--- src/rtl/lif_neuron_array.sv ---
// Leaky integrate-and-fire neuron array sharing one update datapath.
// Each accepted timestep updates every neuron once, one per cycle, then reports the spike vector.
//
// state  | meaning
// IDLE   | ready for a timestep; clear_state honoured here
// UPDATE | neuron k_q is updated this cycle
// DONE   | spikes valid, out_valid pulse
module lif_neuron_array #(
    parameter int N_NEURONS   = 4,
    parameter int WIDTH       = 8,
    parameter int REFRAC_BITS = 3,
    localparam int IDX_W      = (N_NEURONS > 1) ? $clog2(N_NEURONS) : 1
) (
    input  logic                       clk,
    input  logic                       reset,
    input  logic                       in_valid,
    output logic                       in_ready,
    input  logic [N_NEURONS*WIDTH-1:0] in_current,
    input  logic [2:0]                 shift,
    input  logic [WIDTH-2:0]           threshold,
    input  logic                       reset_mode,
    input  logic [REFRAC_BITS-1:0]     refrac_len,
    input  logic                       clear_state,
    output logic                       out_valid,
    output logic [N_NEURONS-1:0]       spikes,
    input  logic [IDX_W-1:0]           dbg_idx,
    output logic [WIDTH-1:0]           dbg_u
);

    localparam logic [1:0] S_IDLE   = 2'd0;
    localparam logic [1:0] S_UPDATE = 2'd1;
    localparam logic [1:0] S_DONE   = 2'd2;

    logic [1:0]                 state_q, state_d;
    logic [IDX_W-1:0]           k_q, k_d;
    logic [N_NEURONS*WIDTH-1:0] cur_q, cur_d;
    logic [2:0]                 shift_q, shift_d;
    logic [WIDTH-2:0]           thr_q, thr_d;
    logic                       mode_q, mode_d;
    logic [REFRAC_BITS-1:0]     rlen_q, rlen_d;
    logic [N_NEURONS-1:0]       shadow_q, shadow_d;
    logic [N_NEURONS-1:0]       spikes_q, spikes_d;
    logic [WIDTH-1:0]           dbg_u_q, dbg_u_d;
    logic signed [WIDTH-1:0]    u_q [N_NEURONS];
    logic signed [WIDTH-1:0]    u_d [N_NEURONS];
    logic [REFRAC_BITS-1:0]     rc_q [N_NEURONS];
    logic [REFRAC_BITS-1:0]     rc_d [N_NEURONS];

    logic signed [WIDTH-1:0]    u_cur, c_cur, lu, s_sat, u_new;
    logic signed [WIDTH:0]      s_wide, thr_ext;
    logic [REFRAC_BITS-1:0]     rc_cur, rc_new;
    logic                       fire;

    // Shared datapath for the neuron selected by k_q
    always_comb begin
        u_cur   = u_q[k_q];
        rc_cur  = rc_q[k_q];
        c_cur   = cur_q[k_q*WIDTH +: WIDTH];
        lu      = (shift_q == 3'd0) ? u_cur : u_cur - (u_cur >>> shift_q);
        s_wide  = {lu[WIDTH-1], lu} + {c_cur[WIDTH-1], c_cur};
        if (s_wide[WIDTH] != s_wide[WIDTH-1])
            s_sat = s_wide[WIDTH] ? {1'b1, {(WIDTH-1){1'b0}}} : {1'b0, {(WIDTH-1){1'b1}}};
        else
            s_sat = s_wide[WIDTH-1:0];
        thr_ext = {2'b00, thr_q};
        fire    = (rc_cur == '0) && ($signed({s_sat[WIDTH-1], s_sat}) >= thr_ext);
        if (rc_cur != '0) begin
            u_new  = lu;
            rc_new = rc_cur - 1'b1;
        end else if (fire) begin
            u_new  = mode_q ? '0 : s_sat - {1'b0, thr_q};
            rc_new = rlen_q;
        end else begin
            u_new  = s_sat;
            rc_new = rc_cur;
        end
    end

    always_comb begin
        state_d  = state_q;
        k_d      = k_q;
        cur_d    = cur_q;
        shift_d  = shift_q;
        thr_d    = thr_q;
        mode_d   = mode_q;
        rlen_d   = rlen_q;
        shadow_d = shadow_q;
        spikes_d = spikes_q;
        u_d      = u_q;
        rc_d     = rc_q;
        case (state_q)
            S_IDLE: begin
                if (clear_state) begin
                    for (int i = 0; i < N_NEURONS; i++) begin
                        u_d[i]  = '0;
                        rc_d[i] = '0;
                    end
                end
                if (in_valid) begin
                    cur_d    = in_current;
                    shift_d  = shift;
                    thr_d    = threshold;
                    mode_d   = reset_mode;
                    rlen_d   = refrac_len;
                    k_d      = '0;
                    shadow_d = '0;
                    state_d  = S_UPDATE;
                end
            end
            S_UPDATE: begin
                u_d[k_q]      = u_new;
                rc_d[k_q]     = rc_new;
                shadow_d[k_q] = fire;
                if (k_q == IDX_W'(N_NEURONS - 1)) begin
                    // Load on entry to DONE so spikes is already valid alongside out_valid
                    spikes_d = shadow_d;
                    state_d  = S_DONE;
                end else begin
                    k_d = k_q + 1'b1;
                end
            end
            S_DONE:  state_d = S_IDLE;
            default: state_d = S_IDLE;
        endcase
        dbg_u_d = (int'(dbg_idx) < N_NEURONS) ? u_q[dbg_idx] : '0;
    end

    always_ff @(posedge clk or posedge reset) begin
        if (reset) begin
            state_q  <= S_IDLE;
            k_q      <= '0;
            cur_q    <= '0;
            shift_q  <= '0;
            thr_q    <= '0;
            mode_q   <= 1'b0;
            rlen_q   <= '0;
            shadow_q <= '0;
            spikes_q <= '0;
            dbg_u_q  <= '0;
            for (int i = 0; i < N_NEURONS; i++) begin
                u_q[i]  <= '0;
                rc_q[i] <= '0;
            end
        end else begin
            state_q  <= state_d;
            k_q      <= k_d;
            cur_q    <= cur_d;
            shift_q  <= shift_d;
            thr_q    <= thr_d;
            mode_q   <= mode_d;
            rlen_q   <= rlen_d;
            shadow_q <= shadow_d;
            spikes_q <= spikes_d;
            dbg_u_q  <= dbg_u_d;
            u_q      <= u_d;
            rc_q     <= rc_d;
        end
    end

    assign in_ready  = (state_q == S_IDLE);
    assign out_valid = (state_q == S_DONE);
    assign spikes    = spikes_q;
    assign dbg_u     = dbg_u_q;

endmodule
--- config.mk ---
export PLATFORM = sky130hd
export DESIGN_NAME = lif_neuron_array
export DESIGN_NICKNAME = d
export VERILOG_FILES = /design/src/rtl/lif_neuron_array.sv
export SDC_FILE = /design/constraint.sdc
export NUM_CORES = 1
export LEC_CHECK = 0
export BUFFER_PORTS_ARGS = -buffer_cell sky130_fd_sc_hd__buf_2
export CAP_MARGIN = 30
export CORE_MARGIN = 4
export CORE_UTILIZATION = 34
export DETAILED_ROUTE_END_ITERATION = 10
export SETUP_SLACK_MARGIN = 0.15
export SLEW_MARGIN = 20
export SYNTH_ARGS = -nofsm -noshare
export SYNTH_HDL_FRONTEND = slang
export SYNTH_SLANG_ARGS = --single-unit
--- constraint.sdc ---
create_clock -name clk -period 6.4 [get_ports clk]
set_input_delay 0.32 -clock clk [delete_from_list [all_inputs] [get_ports clk]]
set_output_delay 0.32 -clock clk [all_outputs]
set_load 0.1 [all_outputs]
Yosys cells after proc, flatten, opt, wreduce, memory -nomap -nowiden --
Index checks and enable logic that the tools add are counted.
Operators by class: add/sub/neg operators 5, multipliers 0, divide/modulo/power cells 0, order comparisons 6, equal/unequal tests 8, shift operators 2, muxes and demuxes 38, bitwise logic cells 2, reductions and logical operators 14
Operators with widths (count):
- 8-bit two-way mux | 11
- 32-bit case mux with 2 select lines | 1
- 8-bit binary-select mux with 2-bit select | 2
- 32-bit bitwise mux | 1
- 32-bit two-way mux | 1
- 32-bit by 6-bit indexed part select with 8-bit output | 1
- 12-bit case mux with 2 select lines | 1
- 8-bit demux with 2-bit select | 1
- 3-bit two-way mux | 5
- 12-bit bitwise mux | 1
- 12-bit two-way mux | 1
- 2-bit AND reduction | 5
- 8-bit by 8-bit adder with 9-bit output | 1
- 8-bit >= comparator | 1
- 2-bit two-way mux | 4
- 2-bit case mux with 2 select lines | 2
- 4-bit case mux with 2 select lines | 1
- 8-bit by 3-bit >>> shifter with 8-bit output | 1
- 8-bit by 7-bit subtractor with 8-bit output | 1
- 8-bit subtractor | 1
- 3-bit binary-select mux with 2-bit select | 1
- 3-bit demux with 2-bit select | 1
- 3-bit >= comparator (second input constant) | 2
- 3-bit logical NOT | 2
- other kinds (20) | 26
Word-level totals: register bits after elaboration 110, bits in latches 0, bits in writable memories 0, ROM bits 0, bits of input ports 52, word-level logic and storage cells 93, memories 0

Longest topological paths before layout --
Gate-level depths: netlist of run 1.
depth in word-level cells 16, gate-level depth with buffers 34, gate-level depth less buffers 31

Worst setup path before layout of run 1 --
No wires, ideal clock.
path type reg2reg, start point reg k_q[0], end point reg rc_q[11] (netlist bit), library setup time 0.067 ns, arrival time 6.854 ns, data required time 6.333 ns, slack -0.522 ns, cell stages (with the launch flop) 30, buffers on the path 3, period minus slack after synthesis 6.922 ns, cell sequence dfrtp_1 > buf_2 > mux4_2 > mux2_2 > a21oi_1 > mux2i_1 > ha_1 > inv_1 > fa_1 > mux2_2 > ha_1 > a211oi_1 > nor3b_1 > or2_0 > a21oi_1 > o21ai_0 > xor2_1 > ha_1 > clkbuf_1 > nor2_1 > a211oi_1 > nand3_1 > ha_1 > and4_1 > o31ai_1 > a31o_1 > buf_2 > nor2_1 > a221oi_1 > a22o_1
Between the ends: word-level cells in the longest chain between the ends 16, elaborated cells between the ends (all ways) 29, those cells by class add/sub: 3; order compare: 3; eq/ne: 1; shift: 2; mux: 15; bitwise: 1; reduce/logical: 4
Ends and longest elaborated chain:
- start, declared | RTL line 35 | logic [IDX_W-1:0] k_q, k_d;
- start signal, assigned | RTL line 146 | k_q <= k_d;
- 2-bit inverter with 3-bit output (not written as such) | RTL line 56, 57, 112
- 8-bit binary-select mux with 2-bit select | RTL line 56 | u_cur = u_q[k_q];
- 8-bit two-way mux (not written as such) (2 in a row) | RTL line 56
- 8-bit by 3-bit >>> shifter with 8-bit output | RTL line 59 | lu = (shift_q == 3'd0) ? u_cur : u_cur - (u_cur >>> shift_q);
- 8-bit subtractor | RTL line 59
- 8-bit two-way mux | RTL line 59
- 8-bit by 8-bit adder with 9-bit output | RTL line 60 | s_wide = {lu[WIDTH-1], lu} + {c_cur[WIDTH-1], c_cur};
- 8-bit two-way mux or 1-bit != test (tied branches) | RTL line 62, 61
- 8-bit two-way mux | RTL line 61 | if (s_wide[WIDTH] != s_wide[WIDTH-1])
- 8-bit >= comparator | RTL line 66 | fire = (rc_cur == '0) && ($signed({s_sat[WIDTH-1], s_sat}) >= thr_ext);
- 1-bit logical AND | RTL line 66
- 3-bit two-way mux | RTL line 70 | end else if (fire) begin
- 3-bit two-way mux | RTL line 67 | if (rc_cur != '0) begin
- 12-bit bitwise mux (*) | RTL line 112 | rc_d[k_q] = rc_new;
- 12-bit case mux with 2 select lines (*) | RTL line 91 | case (state_q)
- end signal, assigned | RTL line 156 | rc_q <= rc_d;
- end, declared | RTL line 46 | logic [REFRAC_BITS-1:0] rc_q [N_NEURONS];
Mark *: on every way between the ends. The rest lies on a longest branch, timed or not. The select of a mux whose other input is x is not followed. A chain may end at the register's enable or synchronous reset.

Final worst setup path of run 1 --
start point reg k_q[0], end point reg u_q[5] (netlist bit)
Between the ends: word-level cells in the longest chain between the ends 16, elaborated cells between the ends (all ways) 30, those cells by class add/sub: 3; order compare: 3; eq/ne: 1; shift: 2; mux: 16; bitwise: 1; reduce/logical: 4
Ends and longest elaborated chain:
- 2-bit inverter with 3-bit output (not written as such) | RTL line 56, 57, 111
- 8-bit binary-select mux with 2-bit select | RTL line 56
- 8-bit two-way mux (not written as such) (2 in a row) | RTL line 56
- 8-bit by 3-bit >>> shifter with 8-bit output | RTL line 59
- 8-bit subtractor | RTL line 59
- 8-bit two-way mux | RTL line 59
- 8-bit by 8-bit adder with 9-bit output | RTL line 60
- 8-bit two-way mux or 1-bit != test (tied branches) | RTL line 62, 61
- 8-bit two-way mux | RTL line 61
- 8-bit by 7-bit subtractor with 8-bit output or 8-bit >= comparator (tied branches) | RTL line 71, 66
- 8-bit two-way mux or 1-bit logical AND (tied branches) | RTL line 71, 66
- 8-bit two-way mux | RTL line 70
- 8-bit two-way mux | RTL line 67
- 32-bit bitwise mux (*) | RTL line 111 | u_d[k_q] = u_new;
- 32-bit case mux with 2 select lines (*) | RTL line 91
- end signal, assigned | RTL line 155 | u_q <= u_d;
- end, declared | RTL line 44 | logic signed [WIDTH-1:0] u_q [N_NEURONS];
Marks and branches as above.

==> impl_results.md, run 1 <==
- Status: finished with violations
- Violated checks: negative setup slack
- Inst Count DP: 1037
- First-pass GRT wire length: 29.1 mm
- Startpoint class of the critical path: flop
- Max Cap Violations: 0
- Initial antenna violation count: 0
- Total gr overflow: 0
- Fin. max-slew vios: 0
- Worst path required time: 6.70 ns
- Period utilisation layout: 106%
- Largest area contributor in the synthesized netlist: dfrtp_1
- CP max FO: 8
- Drt first pass iters: 5
- Post-synth EDFFs: 0
- # rows: 49
- Residual DRC: 0
- Highest routed layer: met4
- Final setup fails: 51
- Fmax: 147 MHz
- CP peak stage delay: 0.58 ns
- Tmin final: 6.78 ns
- Synth Instances: 657
- Crit path buffers/inverters: 5
- Delay-heaviest family, CP: adder cells
- 1st-iter DRT viols: 340
- Avg Inst Size Synth: 9.59 um2
- Detailed Place HPWL: 12.9 mm
- DIE WIDTH: 144 um
- Leading cell type in the layout, fill and taps excluded: nand2_1
- Pin count of the biggest net entering global routing: 58
- Cts hold-fix bufs: 0
- Worst setup startpoint: k_q[0]
- DR WL/cell: 16.7 um
- I/O pin count: 66
- FF+latch count, synth: 109
- Area Growth Syn to Fin: 38.5%
- Die span in y: 144 um
- Worst skew pair latency: 0.36 ns
- Antenna Cells: 0
- Routed Antenna Nets: 0
- Via count: 5600
- CP Data Arrival Time: 7.09 ns
- DRT met1 WL: 8.45 mm
- H-tree levels: 3
- Clk sinks: 109
- GRT Util Overall: 18.0%
- Vias in the first global route: 5638
- Final WL: 18.1 mm
- Post-synthesis async set-or-reset flop share: 100%
- Top cell type's share of synthesized area: 43.3%
- CTS tree: built
- Top FF cell, synth: dfrtp_1
- Clock buffer depth: 2
- Root buf cell: clkbuf_16
- CP Class: reg -> reg
- Hold WC Path Type: in -> async
- Routed wl met2: 8.45 mm
- Effective utilization at floorplan: 34.9%
- IO Port Bufs: 65
- Routability congestion estimate: 0.938
- Register area share after synthesis: 43.3%
- Top cells by area, synth: dfrtp_1 (43%), nand2_1 (11%), mux4_2 (9.3%), ha_1 (6.0%), o21ai_0 (5.1%)
- Core region area: 18100 um2
- Layout cells sized above 1: 39.2%
- Final Worst Setup Slack: -0.383 ns
- Commonest cells after routing, fill and taps aside: nand2_1 (177), buf_4 (131), dfrtp_1 (108)
- Non-filler cells, final: 1083
- Cell Area, Synth: 6300 um2
- Nets: 934
- Synth unique cells: 58
- Num CTS Buffers: 9
- Max_slew headroom: 40.1%
- Metal3 WL: 666 um
- Die area: 20800 um2
- CP max-delay cell: mux4_2
- Via density: 5.17
- Critical R2R Launch: k_q[0]
- Clk_skew: 0.0118 ns
- Yosys warns: 0
- Slew @ Worst Pin: 0.895 ns
- Net Count, Synth: 742
- Crit end category: flop
- Final Hold Viols: 0
- RSZ-0062 raised after global routing: true
- Clock Pin Slew Worst Setup and Hold Paths: 0.08 ns
- Cell mode on critical path: ha_4
-- routing by layer --
metal  vias to the layer above  GRT usage (%)
met5                         -              0
met4                         0           6.28
met3                        41           3.21
met2                       151           28.6
met1                      2687           24.9
li1                       2721              -
-- cells in the mapped netlist (3+ instances only) --
cell type and n:
or2_2 3, a21oi_1 23, o21ai_1 4, clkbuf_1 23, o21ai_0 64, a31oi_1 5
buf_2 5, a211o_1 4, nand2b_1 6, nor2_1 25, a22o_1 16, mux2i_1 12
and2_1 6, nor3b_1 4, nand3_1 11, nor2b_1 8, a21o_1 3, ha_1 30
or3_1 3, fa_1 3, nor3_1 5, xor2_1 4, mux4_2 26, inv_1 17
o21a_1 7, a211oi_1 9, dfrtp_1 109, mux2_2 6, nand2_1 179
-- cell type report --
| cell class | count | area (um2) |
|---|---|---|
| Clock buffer | 10 | 239 |
| Clock inverter | 6 | 104 |
| Fill cell | 1642 | 9360 |
| Inverter | 19 | 73.8 |
| Multi-Input combinational cell | 499 | 3820 |
| Sequential cell | 109 | 2730 |
| Tap cell | 229 | 287 |
| Timing Repair Buffer | 211 | 1480 |
-- registers in the layout, summed over array words and instances, names as in the netlist --
signal,flops
rc_q,12
shadow_q,3
spikes,4
mode_q,1
cur_q,32
u_q,32
state_q,2
thr_q,7
dbg_u,8
shift_q,3
rlen_q,3
k_q,2
-- worst paths after layout --
path | end | slack, ns | cells past startpoint
max reg2reg | u_q[5] | -0.38 | 29
min | shadow_q[0] | 0.04 | 2
max | u_q[5] | -0.38 | 29
max in group asynchronous | k_q[0] | 5.15 | 3
min in group clk | mode_q | 0.14 | 3
min reg2reg | cur_q[31] | 0.47 | 2
-- stage by stage --
stage	cell area [um2]	setup slack, ns	hold WS (ns)	setup TNS [ns]	util [%]
2_1_floorplan	6430	0.0423	0.425	0	-
3_3_place_gp	7780	-0.419	0.456	-11.77	43.0
3_5_place_dp	7780	-0.466	0.457	-16.45	43.0
4_1_cts	8480	-0.353	0.0690	-8.36	46.9
5_1_grt	8730	-0.679	0.110	-30.29	48.3
6_report	8730	-0.383	0.0352	-12.45	48.3
-- cells by family (layout without fill, tap and decap cells) --
logic type,after synthesis,count (layout),share of synthesized area (%)
muxes,44,44,12.3
and+or+nand+nor,261,261,17.9
xor gates and xnor gates,6,6,0.834
AOI/OAI and AO/OA,155,155,15.8
DFF,109,109,43.3
adders and majority gates,33,33,6.91
buffers and inverters,49,246,3.02
-- what timing repair did --
| action | CTS | global route |
|---|---|---|
| setup endpoints to repair | 51 | 51 |
| gates cloned | 0 | 1 |
| gates resized for setup | 44 | 53 |
| pin swaps | 19 | 24 |
| setup buffers | 22 | 6 |
Power of run 1 is left out: the tool's default activity adds up to more than one toggle a clock period on the data nets, which glitch-free logic cannot reach.
==> run 2, diff against run 1 <==
ABC_AREA = 1   (was default)
==> run 2 against run 1 <==
Net effect: the run now ends clean; design area decreased by 9.3%; via count grew 6.9%; register-to-register slack better by 0.88 ns; non-clock buffer count fell by 114; worst hold slack gained 0.038 ns; first-iteration DRC count grew 16%; count of clock-buffer cells in the layout grew 1; core utilization fell by 7.9 points; synthesized area grew 7.8%; critical path type unchanged; global-route usage down 0.91 points; sequential share of layout area is 3.2 points higher; clock skew increased by 0.00052 ns.
==> impl_results.md, run 2 <==
- Detailed Place HPWL: 14.0 mm
- Avg Inst Size Synth: 7.86 um2
- Fillcell total: 2000
- Most frequent cells after synthesis: nand2_1 (224), dfrtp_1 (109), nand3_1 (106)
- Core region area: 19600 um2
- Yosys warns: 0
- Worst path required time: 6.65 ns
- First-pass GRT wire length: 30.3 mm
- Clk sinks: 109
- Cell Area, Synth: 6800 um2
- Die area: 22300 um2
- Worst skew pair latency: 0.36 ns
- FF+latch count, synth: 109
- Max_slew headroom: 36.3%
- Startpoint class of the critical path: flop
- Post-synthesis async set-or-reset flop share: 100%
- Final TNS setup: 0 ns
- Antenna Cells: 0
- Cell mode on critical path: nand2_1
- Final setup fails: 0
- CP Class: reg -> reg
- Register area share after synthesis: 40.1%
- Hold WC Path Type: in -> async
- H-tree levels: 3
- CTS tree: built
- Synth unique cells: 37
- Area Growth Syn to Fin: 16.5%
- Fmax: 169 MHz
- 1st-iter DRT viols: 393
- GRT Util Overall: 17.1%
- Root buf cell: clkbuf_16
- Cts hold-fix bufs: 0
- Net Count, Synth: 949
- I/O pin count: 66
- Final WL: 18.3 mm
- Fin. max-slew vios: 0
- Top cell type's share of synthesized area: 40.1%
- Clock buffer depth: 2
- Nets: 1024
- CP peak stage delay: 0.46 ns
- CP max-delay cell: dfrtp_2
- Setup WS pre-CTS: 0.251 ns
- Leading cell type in the layout, fill and taps excluded: nand2_1
- Effective utilization at floorplan: 34.7%
- Tmin final: 5.90 ns
- Num CTS Buffers: 9
- Via count: 5986
- Slew @ Worst Pin: 0.953 ns
- Commonest cells after routing, fill and taps aside: nand2_1 (217), dfrtp_1 (106), nand3_1 (105)
- Die span in y: 149 um
- Max Cap Violations: 0
- Synth Instances: 864
- Layout cells sized above 1: 22.0%
- CP max FO: 10
- Post-synth EDFFs: 0
- Drt first pass iters: 5
- Total gr overflow: 0
- Final Worst Setup Slack: 0.496 ns
- Crit end category: flop
- IO Port Bufs: 65
- Final Hold Viols: 0
- Largest area contributor in the synthesized netlist: dfrtp_1
- Status: finished clean
- Via density: 4.95
- Initial antenna violation count: 0
- Clk_skew: 0.0123 ns
- Top Registers: cur_q x32, u_q x32, rc_q x12
- DR WL/cell: 15.1 um
- # rows: 51
- Most frequent cell after synthesis: nand2_1
- Routed Antenna Nets: 0
- CP Data Arrival Time: 6.15 ns
- Routability congestion estimate: 0.896
- Residual DRC: 0
- Top FF cell, synth: dfrtp_1
- Period utilisation layout: 92.3%
- Pin count of the biggest net entering global routing: 61
- Vias in the first global route: 5815
- DIE WIDTH: 149 um
- RSZ-0062 raised after global routing: false
- Top cells by area, synth: dfrtp_1 (40%), nand2_1 (12%), nand3_1 (7.8%), mux2_2 (6.0%), ha_1 (5.5%)
- Clock Pin Slew Worst Setup and Hold Paths: 0.07 ns
## run 2: cell count changes after synthesis, moves of 26 or more
cell     previous run  this run
nand3_1            11       106
nor2_1             25        84
inv_1              17        73
nand2_1           179       224
mux2_2              6        36
mux4_2             26         0
## run 2: per-stage QoR
step | cells | hold slack [ns] | instance area (um2) | util [%]
2_1_floorplan | 864 | 0.449 | 6800 | -
3_3_place_gp | 1184 | 0.464 | 7450 | 38.0
3_5_place_dp | 1189 | 0.467 | 7500 | 38.3
4_1_cts | 1205 | 0.103 | 7770 | 39.7
5_1_grt | 1209 | 0.132 | 7920 | 40.4
6_report | 1209 | 0.0728 | 7920 | 40.4
## run 2: worst paths after layout
| check | from | endpoint | slack, ns | depth (start not counted) |
|---|---|---|---|---|
| setup / recovery | k_q[0] | rc_q[10] | 0.50 | 38 |
| hold / removal | reset | cur_q[21] | 0.07 | 2 |
| min in group clk | in_current[5] | cur_q[5] | 0.19 | 2 |
| max in group asynchronous | reset | k_q[0] | 5.15 | 3 |
| hold reg to reg | spikes[2] | spikes[2] | 0.48 | 2 |
| setup reg to reg | k_q[0] | rc_q[10] | 0.50 | 38 |
## run 2: critical path: cells and delay by family (launching register included)
family / cells / cell delay, ns
simple gates: 19 / 1.79
fa+ha+maj: 6 / 1.76
flops: 1 / 0.46
xor+xnor: 2 / 0.35
compound gates: 7 / 0.96
buf+inv: 4 / 0.47
## run 2: area by class of cell
class,count,area [um2],share of cell area (%)
clock inverters,5,42.5,0.537
inverters,78,300,3.79
flip-flops and latches,109,2730,34.5
well taps,265,332,4.19
multi-input cells,644,3690,46.6
repair buffers,97,589,7.44
clock buffers,11,233,2.94
## run 2: metal layers
metal,up-vias,wire [um],GRT usage [%]
met4,0,355,5.17
li1,2995,-,-
met3,25,986,3.43
met5,-,0,0
met2,177,8430,27.3
met1,2789,8530,23.4
## run 2: cells by family after synthesis
kind of cell             synth area share [%]
XOR/XNOR                                0.644
multiplexers                             5.97
flip-flops                               40.1
AO/OA/AOI/OAI                            9.81
buffers and inverters                    7.14
AND/OR/NAND/NOR                          29.9
adder cells (fa/ha/maj)                  6.41
## run 2: what timing repair did
item                                    in CTS  in global routing
gates resized for setup                      0                 38
endpoints found under the setup margin       0                 51
setup buffers                                0                  3
Power of run 2 is left out for the same reason.
